<file path="src/rtl/mc_controlunit.sv">
// Multi-cycle MIPS control unit: Moore FSM driving datapath enables and muxes,
// with memory-ready stalls, a retired-instruction counter and an illegal pulse.
module mc_controlunit #(
    parameter int OP_W    = 6,
    parameter int CNT_W   = 32,
    parameter bit WAIT_EN = 1'b1
) (
    input  logic             clk,
    input  logic             rst,
    input  logic [OP_W-1:0]  opcode,
    input  logic             zero,
    input  logic             mem_ready,
    output logic             IorD,
    output logic             MemRead,
    output logic             MemWrite,
    output logic             IRWrite,
    output logic             RegDst,
    output logic             MemToReg,
    output logic             RegWrite,
    output logic             ALUSrcA,
    output logic [1:0]       ALUSrcB,
    output logic [1:0]       ALUOp,
    output logic [1:0]       PCSrc,
    output logic             PCEn,
    output logic             instr_done,
    output logic             illegal,
    output logic [CNT_W-1:0] instr_count
);

    localparam logic [OP_W-1:0] OP_R    = OP_W'(6'h00);
    localparam logic [OP_W-1:0] OP_ADDI = OP_W'(6'h08);
    localparam logic [OP_W-1:0] OP_LW   = OP_W'(6'h23);
    localparam logic [OP_W-1:0] OP_SW   = OP_W'(6'h2B);
    localparam logic [OP_W-1:0] OP_BEQ  = OP_W'(6'h04);
    localparam logic [OP_W-1:0] OP_J    = OP_W'(6'h02);

    typedef enum logic [3:0] {
        FETCH, DECODE, MEMADR, MEMRD, MEMWB, MEMWR,
        EXEC, ALUWB, ADDIEX, ADDIWB, BRANCH, JUMP
    } state_t;

    state_t          state, nxt;
    logic [OP_W-1:0] op_q;
    logic            rdy;

    assign rdy = mem_ready | (WAIT_EN == 1'b0);

    always_ff @(posedge clk or negedge rst) begin
        if (!rst) begin
            state       <= FETCH;
            op_q        <= '0;
            instr_count <= '0;
        end else begin
            state <= nxt;
            if (state == DECODE)
                op_q <= opcode;
            if (instr_done)
                instr_count <= instr_count + CNT_W'(1);
        end
    end

    always_comb begin
        nxt        = state;
        IorD       = 1'b0;
        MemRead    = 1'b0;
        MemWrite   = 1'b0;
        IRWrite    = 1'b0;
        RegDst     = 1'b0;
        MemToReg   = 1'b0;
        RegWrite   = 1'b0;
        ALUSrcA    = 1'b0;
        ALUSrcB    = 2'b00;
        ALUOp      = 2'b00;
        PCSrc      = 2'b00;
        PCEn       = 1'b0;
        instr_done = 1'b0;
        illegal    = 1'b0;
        unique case (state)
            FETCH: begin
                MemRead = 1'b1;
                ALUSrcB = 2'b01;
                ALUOp   = 2'b01;
                IRWrite = rdy;
                PCEn    = rdy;
                if (rdy)
                    nxt = DECODE;
            end
            DECODE: begin
                ALUSrcB = 2'b11;
                ALUOp   = 2'b01;
                // decode uses the live opcode; op_q is loaded on this edge
                unique case (1'b1)
                    (opcode == OP_LW) || (opcode == OP_SW): nxt = MEMADR;
                    opcode == OP_R:    nxt = EXEC;
                    opcode == OP_BEQ:  nxt = BRANCH;
                    opcode == OP_ADDI: nxt = ADDIEX;
                    opcode == OP_J:    nxt = JUMP;
                    default: begin
                        illegal = 1'b1;
                        nxt     = FETCH;
                    end
                endcase
            end
            MEMADR: begin
                ALUSrcA = 1'b1;
                ALUSrcB = 2'b10;
                ALUOp   = 2'b01;
                nxt     = (op_q == OP_LW) ? MEMRD : MEMWR;
            end
            MEMRD: begin
                IorD    = 1'b1;
                MemRead = 1'b1;
                if (rdy)
                    nxt = MEMWB;
            end
            MEMWB: begin
                MemToReg   = 1'b1;
                RegWrite   = 1'b1;
                instr_done = 1'b1;
                nxt        = FETCH;
            end
            MEMWR: begin
                IorD     = 1'b1;
                MemWrite = 1'b1;
                if (rdy) begin
                    instr_done = 1'b1;
                    nxt        = FETCH;
                end
            end
            EXEC: begin
                ALUSrcA = 1'b1;
                nxt     = ALUWB;
            end
            ALUWB: begin
                RegDst     = 1'b1;
                RegWrite   = 1'b1;
                instr_done = 1'b1;
                nxt        = FETCH;
            end
            ADDIEX: begin
                ALUSrcA = 1'b1;
                ALUSrcB = 2'b10;
                ALUOp   = 2'b01;
                nxt     = ADDIWB;
            end
            ADDIWB: begin
                RegWrite   = 1'b1;
                instr_done = 1'b1;
                nxt        = FETCH;
            end
            BRANCH: begin
                ALUSrcA    = 1'b1;
                ALUOp      = 2'b10;
                PCSrc      = 2'b01;
                PCEn       = zero;
                instr_done = 1'b1;
                nxt        = FETCH;
            end
            JUMP: begin
                PCSrc      = 2'b10;
                PCEn       = 1'b1;
                instr_done = 1'b1;
                nxt        = FETCH;
            end
            default: nxt = FETCH;
        endcase
        // FETCH strobes must not leak out while reset is held
        if (!rst) begin
            IorD       = 1'b0;
            MemRead    = 1'b0;
            MemWrite   = 1'b0;
            IRWrite    = 1'b0;
            RegDst     = 1'b0;
            MemToReg   = 1'b0;
            RegWrite   = 1'b0;
            ALUSrcA    = 1'b0;
            ALUSrcB    = 2'b00;
            ALUOp      = 2'b00;
            PCSrc      = 2'b00;
            PCEn       = 1'b0;
            instr_done = 1'b0;
            illegal    = 1'b0;
        end
    end

endmodule
</file>
<file path="config.mk">
export PLATFORM = sky130hd
export DESIGN_NAME = mc_controlunit
export DESIGN_NICKNAME = d
export VERILOG_FILES = /design/src/rtl/mc_controlunit.sv
export SDC_FILE = /design/constraint.sdc
export NUM_CORES = 1
export LEC_CHECK = 0
export CORE_AREA = 10 10 83 85
export DETAILED_ROUTE_END_ITERATION = 6
export DIE_AREA = 0 0 93 95
export PLACE_DENSITY_LB_ADDON = 0.2
export SLEW_MARGIN = 20
export SYNTH_ARGS = -nofsm -noshare
export SYNTH_HDL_FRONTEND = slang
export SYNTH_SLANG_ARGS = --single-unit
</file>
<file path="constraint.sdc">
create_clock -name clk -period 2.24 [get_ports clk]
set_input_delay 0.448 -clock clk [delete_from_list [all_inputs] [get_ports clk]]
set_output_delay 0.448 -clock clk [all_outputs]
set_load 0.05 [all_outputs]
</file>
==> results of run 1 <==
## stage by stage
stage	setup TNS (ps)	total power [mW]	setup slack (ps)	instances
after global placement	-110	2.01	-110	401
after CTS	-58.9	2.54	-58.9	410
after detailed placement	-169	2.03	-169	401
final	0	2.57	69.4	414
after global routing	-14.4	2.71	-11.2	414
after floorplan	-1200	1.60	-245	261
## timing repair
action                     CTS  global route
pin swaps                    1             2
buffers inserted             1             4
gates cloned                 0             0
resized for setup            6            13
setup endpoints to repair    4             7
## critical path, cell delays in order
cell                              delay (ps)
sky130_fd_sc_hd__clkdlybuf4s50_1         430
sky130_fd_sc_hd__or3_4                   350
sky130_fd_sc_hd__o311ai_2                280
sky130_fd_sc_hd__nor2_2                   60
sky130_fd_sc_hd__buf_6                   150
## area by class of cell
class	count	area, um^2
timing repair buffer	88	982
clock buffer	7	86.3
fill	424	1610
multi-input combinational	201	1500
clock inverter	1	5.00
sequential	42	1060
inverter	3	11.3
tap	72	90.1
## power by group through the flow
stage          combinational (mW)  sequential [mW]  clock [mW]
2_1_floorplan               0.584             1.01           0
3_3_place_gp                 1.04            0.971           0
3_5_place_dp                 1.05            0.978           0
4_1_cts                      1.06            0.966       0.508
5_1_grt                      1.19            0.980       0.539
6_report                     1.11            0.962       0.503
## path summary, 6_finish.rpt
check                                 from              end  cells after the start
min reg2reg                instr_count[31]  instr_count[31]                      1
max in group asynchronous              rst  instr_count[22]                      3
max reg2reg                 instr_count[0]  instr_count[24]                      5
min in group clk           instr_count[31]  instr_count[31]                      1
max                              opcode[4]          illegal                      5
min                                    rst  instr_count[13]                      3
## Yosys cell counts (all sizes together) (2+ instances only)
cell type / number / area [um^2]
dfrtp: 42 / 1050
nand2: 30 / 113
xor2: 26 / 228
nor2: 17 / 63.8
nor4: 16 / 186
nor3: 15 / 85.1
nand4: 14 / 103
nand3: 12 / 60.1
xnor2: 10 / 87.6
buf: 8 / 52.6
clkbuf: 7 / 36.3
o21ai: 7 / 35.0
a21oi: 6 / 30.0
and4: 5 / 43.8
nor4b: 5 / 62.6
nor2b: 4 / 25.0
nor3b: 4 / 30.0
inv: 3 / 11.3
nand3b: 3 / 22.5
or4: 3 / 26.3
a21boi: 2 / 18.8
and3: 2 / 12.5
and4bb: 2 / 25.0
nand2b: 2 / 12.5
o22ai: 2 / 12.5
## routing by layer
layer,global-route usage [%],up-vias,wire (um)
li1,-,1114,-
met1,19.4,1096,3000
met2,22.4,70,3090
met3,5.15,7,472
met4,3.86,0,78
met5,0,-,0
## cells by family (layout without fill, tap and decap cells)
| family | count (synthesis) | in the layout | share of synthesized area (%) |
|---|---|---|---|
| DFF | 42 | 42 | 40.8 |
| buffers and inverters | 18 | 99 | 3.88 |
| muxes | 1 | 1 | 0.437 |
| and+or+nand+nor | 137 | 137 | 34.6 |
| xor gates and xnor gates | 36 | 36 | 12.2 |
| adders and majority gates | 1 | 1 | 0.485 |
| AOI/OAI and AO/OA | 26 | 26 | 7.62 |
## state kept, by name (all words and copies together), names as in the netlist
name and flops:
instr_count 32, op_q 6, state 4
==> results.txt, run 1 <==
----------------------------------------------------
[Status]
  Outcome ... completed

[Final layout]
  Share of layout cells above drive strength 1 ... 28.1%
  Number of antenna repair diodes ... 0
  Finished Cell Area ... ~0.0037 mm^2
  Most frequent cells in the layout ... 38 x sky130_fd_sc_hd__dfrtp_1, 37 x sky130_fd_sc_hd__clkdlybuf4s50_1, 30 x sky130_fd_sc_hd__nand2_1
  Total number of nets in the final design ... 352
  Most frequent standard cell in the layout excluding fill and tap cells ... sky130_fd_sc_hd__dfrtp_1
  Growth of design area from synthesis to finish ... 44.6%
  Final cell utilization of the core ... 69.9%

[Drt]
  Number of nets with antenna violations after routing ... 0
  TritonRoute pass-1 iters ... 4
  Drt via density ... 5.52
  Wire per inst ... 16.0 um
  Count of routing violations after the opening detailed-route iteration ... 118
  Vias ... 2287
  Number of remaining DRC errors ... 0
  Post-detailed-routing wire length ... between 6 and 7 mm

[Floorplan]
  Overall die height ... between 90 and 100 um
  Row cnt ... 27
  I/O pin total ... around 60
  Die width ... 93 um
  Initial core utilization ... 48.3%
  Total die area ... 0.00884 mm^2
  Placeable core region ... 0.00534 mm^2

[GRT]
  Antenna violations before repair ... 0
  Vias in the first global route ... roughly 2100
  Global Route Usage Sum ... 14.7%
  Total grt overflow ... 0
  Maximum number of pins on one net before global-route repair ... 29
  Global-route wire length before repair ... around 11 mm

[Yosys]
  Count of synthesis-stage warnings from yosys ... 0
  Top FF cell, synth ... sky130_fd_sc_hd__dfrtp_1
  Count of different cell masters after synthesis ... 50
  Sequential cell area fraction in the yosys report ... 40.8%
  Number of flip-flops and latches in the synthesized netlist ... 42
  Async set-or-reset flop fraction in the synthesized netlist ... 100%
  Count of flip-flops with a built-in enable after synthesis ... 0
  Post-synthesis area per instance ... 9.88 um^2
  Number of standard cells after synthesis ... 261
  Post-synth net total ... 272
  Cell area after synthesis ... about 0.0026 mm^2

[Clocking]
  Maximum level of the CTS H-tree ... 2
  Clk slew on worst S/H paths ... ~80 ps
  Cell at the root of the clock tree ... sky130_fd_sc_hd__clkbuf_8
  CTS sink count ... 42
  TritonCTS clock tree ... built
  Clock buffers created by TritonCTS ... 5
  Post-CTS Hold Buffers ... 0
  Number of buffers on the longest clock path ... 2
  Clock Latency Late Sink ... 290 ps

[Job]
  Max Cap Violations ... 0

[Critical path]
  Kind of launch point of the worst setup path ... input port
  Register-to-Register Setup Slack ... 310 ps
  Worst path required time ... 1790 ps
  Critical path capture point type ... output port
  Crit Path Class ... input port to output port
  Data arrival time of the critical path ... 1720 ps
  Largest fanout of any net on the critical path ... 2

[Place]
  Placement-stage cell area ... 0.00353 mm^2
  Placed wire-length estimate after detailed placement ... 5.01 mm
  Final weighted congestion in routability-driven placement ... 0.857
  Port-buffer cells ... 58

[Power]
  Leakage ... approximately 1.6 nW
  Part of the total power dissipated in sequential elements ... 37.4%
  Switching Fraction ... 39.3%
  Total power per unit cell area ... 690 mW/mm^2
  Clock power frac ... 19.6%
  Internal Power ... 1.56 mW
  Fraction of power consumed by combinational cells ... 43.1%
  Switching power of the nets ... between 1 and 1.5 mW
  Worst-case vdd ir drop ... around 0.81 mV

[Min path]
  Type of the most critical hold path ... input port to asynchronous set/reset pin

[Timing]
  Final-report hold violation count ... 0
  Worst Tran Pin Value ... approximately 520 ps
  Number of endpoints failing setup at the final stage ... 0
  Worst clock skew ... 4.54 ps
  Highest Clock Rate ... 0.461 GHz
  Count of final max-slew check failures ... 0
  Clock period minus final worst setup slack ... between 2000 and 2500 ps
  Max_slew headroom ... 65.0%
  Fin crit share ... 96.9%
  Worst Hold Slack ... 330 ps

----------------------------------------------------
Note: power is estimated with default switching activity, not from simulation.
==> run 2: changes to the inputs <==
Settings changed: CELL_PAD_IN_SITES_DETAIL_PLACEMENT set to 0, CELL_PAD_IN_SITES_GLOBAL_PLACEMENT set to 2, CORE_AREA 10 10 83 85 to 10 10 101 103, CTS_BUF_LIST set to sky130_fd_sc_hd__clkbuf_4 sky130_fd_sc_hd__clkbuf_8, DIE_AREA 0 0 93 95 to 0 0 111 113.
==> results.txt, run 2 (synthesis results as in run 1) <==
----------------------------------------------------
[Status]
  Outcome ... completed

[Timing]
  Worst Hold Slack ... 188 ps
  Post-layout worst setup margin ... between 90 and 100 ps
  Max_slew headroom ... between 60 and 70%
  Setup repair after global routing missed its margin ... no
  Final-report hold violation count ... 0
  Clock period minus final worst setup slack ... roughly 2100 ps
  Worst Tran Pin Value ... about 520 ps
  Number of endpoints failing setup at the final stage ... 0
  Count of final max-slew check failures ... 0
  Total negative slack ... 0 ps
  Fin crit share ... 96.0%
  Highest Clock Rate ... 0.465 GHz
  Worst clock skew ... 13.0 ps

[Place]
  Final weighted congestion in routability-driven placement ... between 0.7 and 0.8
  Minimum setup slack after placement ... -169 ps
  Port-buffer cells ... just under 60
  Placed wire-length estimate after detailed placement ... 5.75 mm

[Clocking]
  Maximum level of the CTS H-tree ... 2
  Post-CTS Hold Buffers ... 0
  Clock buffers created by TritonCTS ... 5
  TritonCTS clock tree ... built
  Cell at the root of the clock tree ... sky130_fd_sc_hd__clkbuf_8
  Clock Latency Late Sink ... 300 ps
  Post-CTS Setup Inserts ... 0
  Number of buffers on the longest clock path ... 2
  CTS sink count ... 42
  Clk slew on worst S/H paths ... 80 ps

[Drt]
  Met2 wire length ... 3.91 mm
  TritonRoute pass-1 iters ... 5
  Routed met1 length ... 3.17 mm
  Drt via density ... 5.07
  Count of routing violations after the opening detailed-route iteration ... 98
  Number of nets with antenna violations after routing ... 0
  Number of remaining DRC errors ... 0
  Post-detailed-routing wire length ... 7.37 mm
  Highest routed metal layer ... met4
  Vias ... 2280
  Met3 wire length ... 258 um
  Wire per inst ... 16.4 um

[Critical path]
  Kind of launch point of the worst setup path ... input port
  Crit Path Class ... input port to output port
  Worst path required time ... 1790 ps
  Register-to-Register Setup Slack ... 330 ps
  Critical path capture point type ... output port
  Largest fanout of any net on the critical path ... 2
  Data arrival time of the critical path ... 1700 ps

[Final layout]
  Number of antenna repair diodes ... 0
  Growth of design area from synthesis to finish ... 46.2%
  Top flop regs ... instr_count x32, op_q x6, state x4
  Number of flip-flops under the largest register name ... 32
  Total number of nets in the final design ... 355
  Most frequent cells in the layout ... 38 x sky130_fd_sc_hd__dfrtp_1, 37 x sky130_fd_sc_hd__clkdlybuf4s50_1, 32 x sky130_fd_sc_hd__buf_4
  Filler cell count in the final layout ... 786
  Most flop-heavy register ... instr_count
  Most frequent standard cell in the layout excluding fill and tap cells ... sky130_fd_sc_hd__dfrtp_1
  Share of layout cells above drive strength 1 ... 28.7%
  Final cell utilization of the core ... 46.3%

[Floorplan]
  Row cnt ... 33
  Placeable core region ... 0.00813 mm^2
  Die width ... 111 um
  Initial core utilization ... 31.7%
  I/O pin total ... 59
  Total die area ... between 0.01 and 0.015 mm^2
  Overall die height ... 113 um

[Power]
  Worst-case vdd ir drop ... 0.353 mV
  Leakage ... roughly 1.6 nW
  Total power per unit cell area ... 679 mW/mm^2

[GRT]
  Vias in the first global route ... around 2400
  Maximum number of pins on one net before global-route repair ... 19
  Total grt overflow ... 0
  Antenna violations before repair ... 0
  Global Route Usage Sum ... 11.4%
  Global-route wire length before repair ... 12.2 mm

[Min path]
  Type of the most critical hold path ... input port to asynchronous set/reset pin

[Job]
  Max Cap Violations ... 0

----------------------------------------------------
## run 2: layout make-up
class                   count  area [um^2]  share of cell area (%)
multi-input cells         201         1480                    39.3
flip-flops and latches     42         1060                    28.0
well taps                 105          131                    3.48
clock buffers               5         68.8                    1.83
clock inverters             3         23.8                   0.631
inverters                   3         11.3                   0.299
repair buffers             91          996                    26.4
## run 2: per-stage QoR
step / instance area, um^2 / power, mW / cells
after floorplan: 2600 / 1.60 / 261
after global placement: 3620 / 2.06 / 442
after detailed placement: 3620 / 2.06 / 442
after CTS: 3740 / 2.59 / 450
after global routing: 3770 / 2.72 / 450
final: 3770 / 2.56 / 450
## run 2: path summary, 6_finish.rpt
kind	depth (start not counted)	to	start
max in group asynchronous	3	instr_count[0]	rst
min reg2reg	1	instr_count[31]	instr_count[31]
min in group clk	1	instr_count[31]	instr_count[31]
max	5	illegal	opcode[3]
min	2	state[3]	rst
max reg2reg	5	instr_count[24]	instr_count[0]
## run 2: worst max-delay path, stage by stage
cell	delay (ps)
sky130_fd_sc_hd__clkdlybuf4s50_1	420
sky130_fd_sc_hd__or4_4	450
sky130_fd_sc_hd__a21oi_4	170
sky130_fd_sc_hd__nor2_2	60
sky130_fd_sc_hd__buf_6	150
## run 2: power breakdown
| group | internal (mW) | switching (mW) | total (mW) |
|---|---|---|---|
| Combinational | 0.443 | 0.649 | 1.09 |
| Clock | 0.223 | 0.282 | 0.505 |
| Sequential | 0.852 | 0.112 | 0.964 |
## run 2: routing by layer
metal | up-vias | track usage, %
li1 | 1117 | -
met1 | 1127 | 12.9
met2 | 34 | 21.4
met3 | 2 | 2.59
met4 | 0 | 2.00
met5 | - | 0
## run 2: what timing repair did
item	CTS	global route
gates cloned	0	0
endpoints found under the setup margin	6	4
pin swaps	2	2
resized for setup	10	8
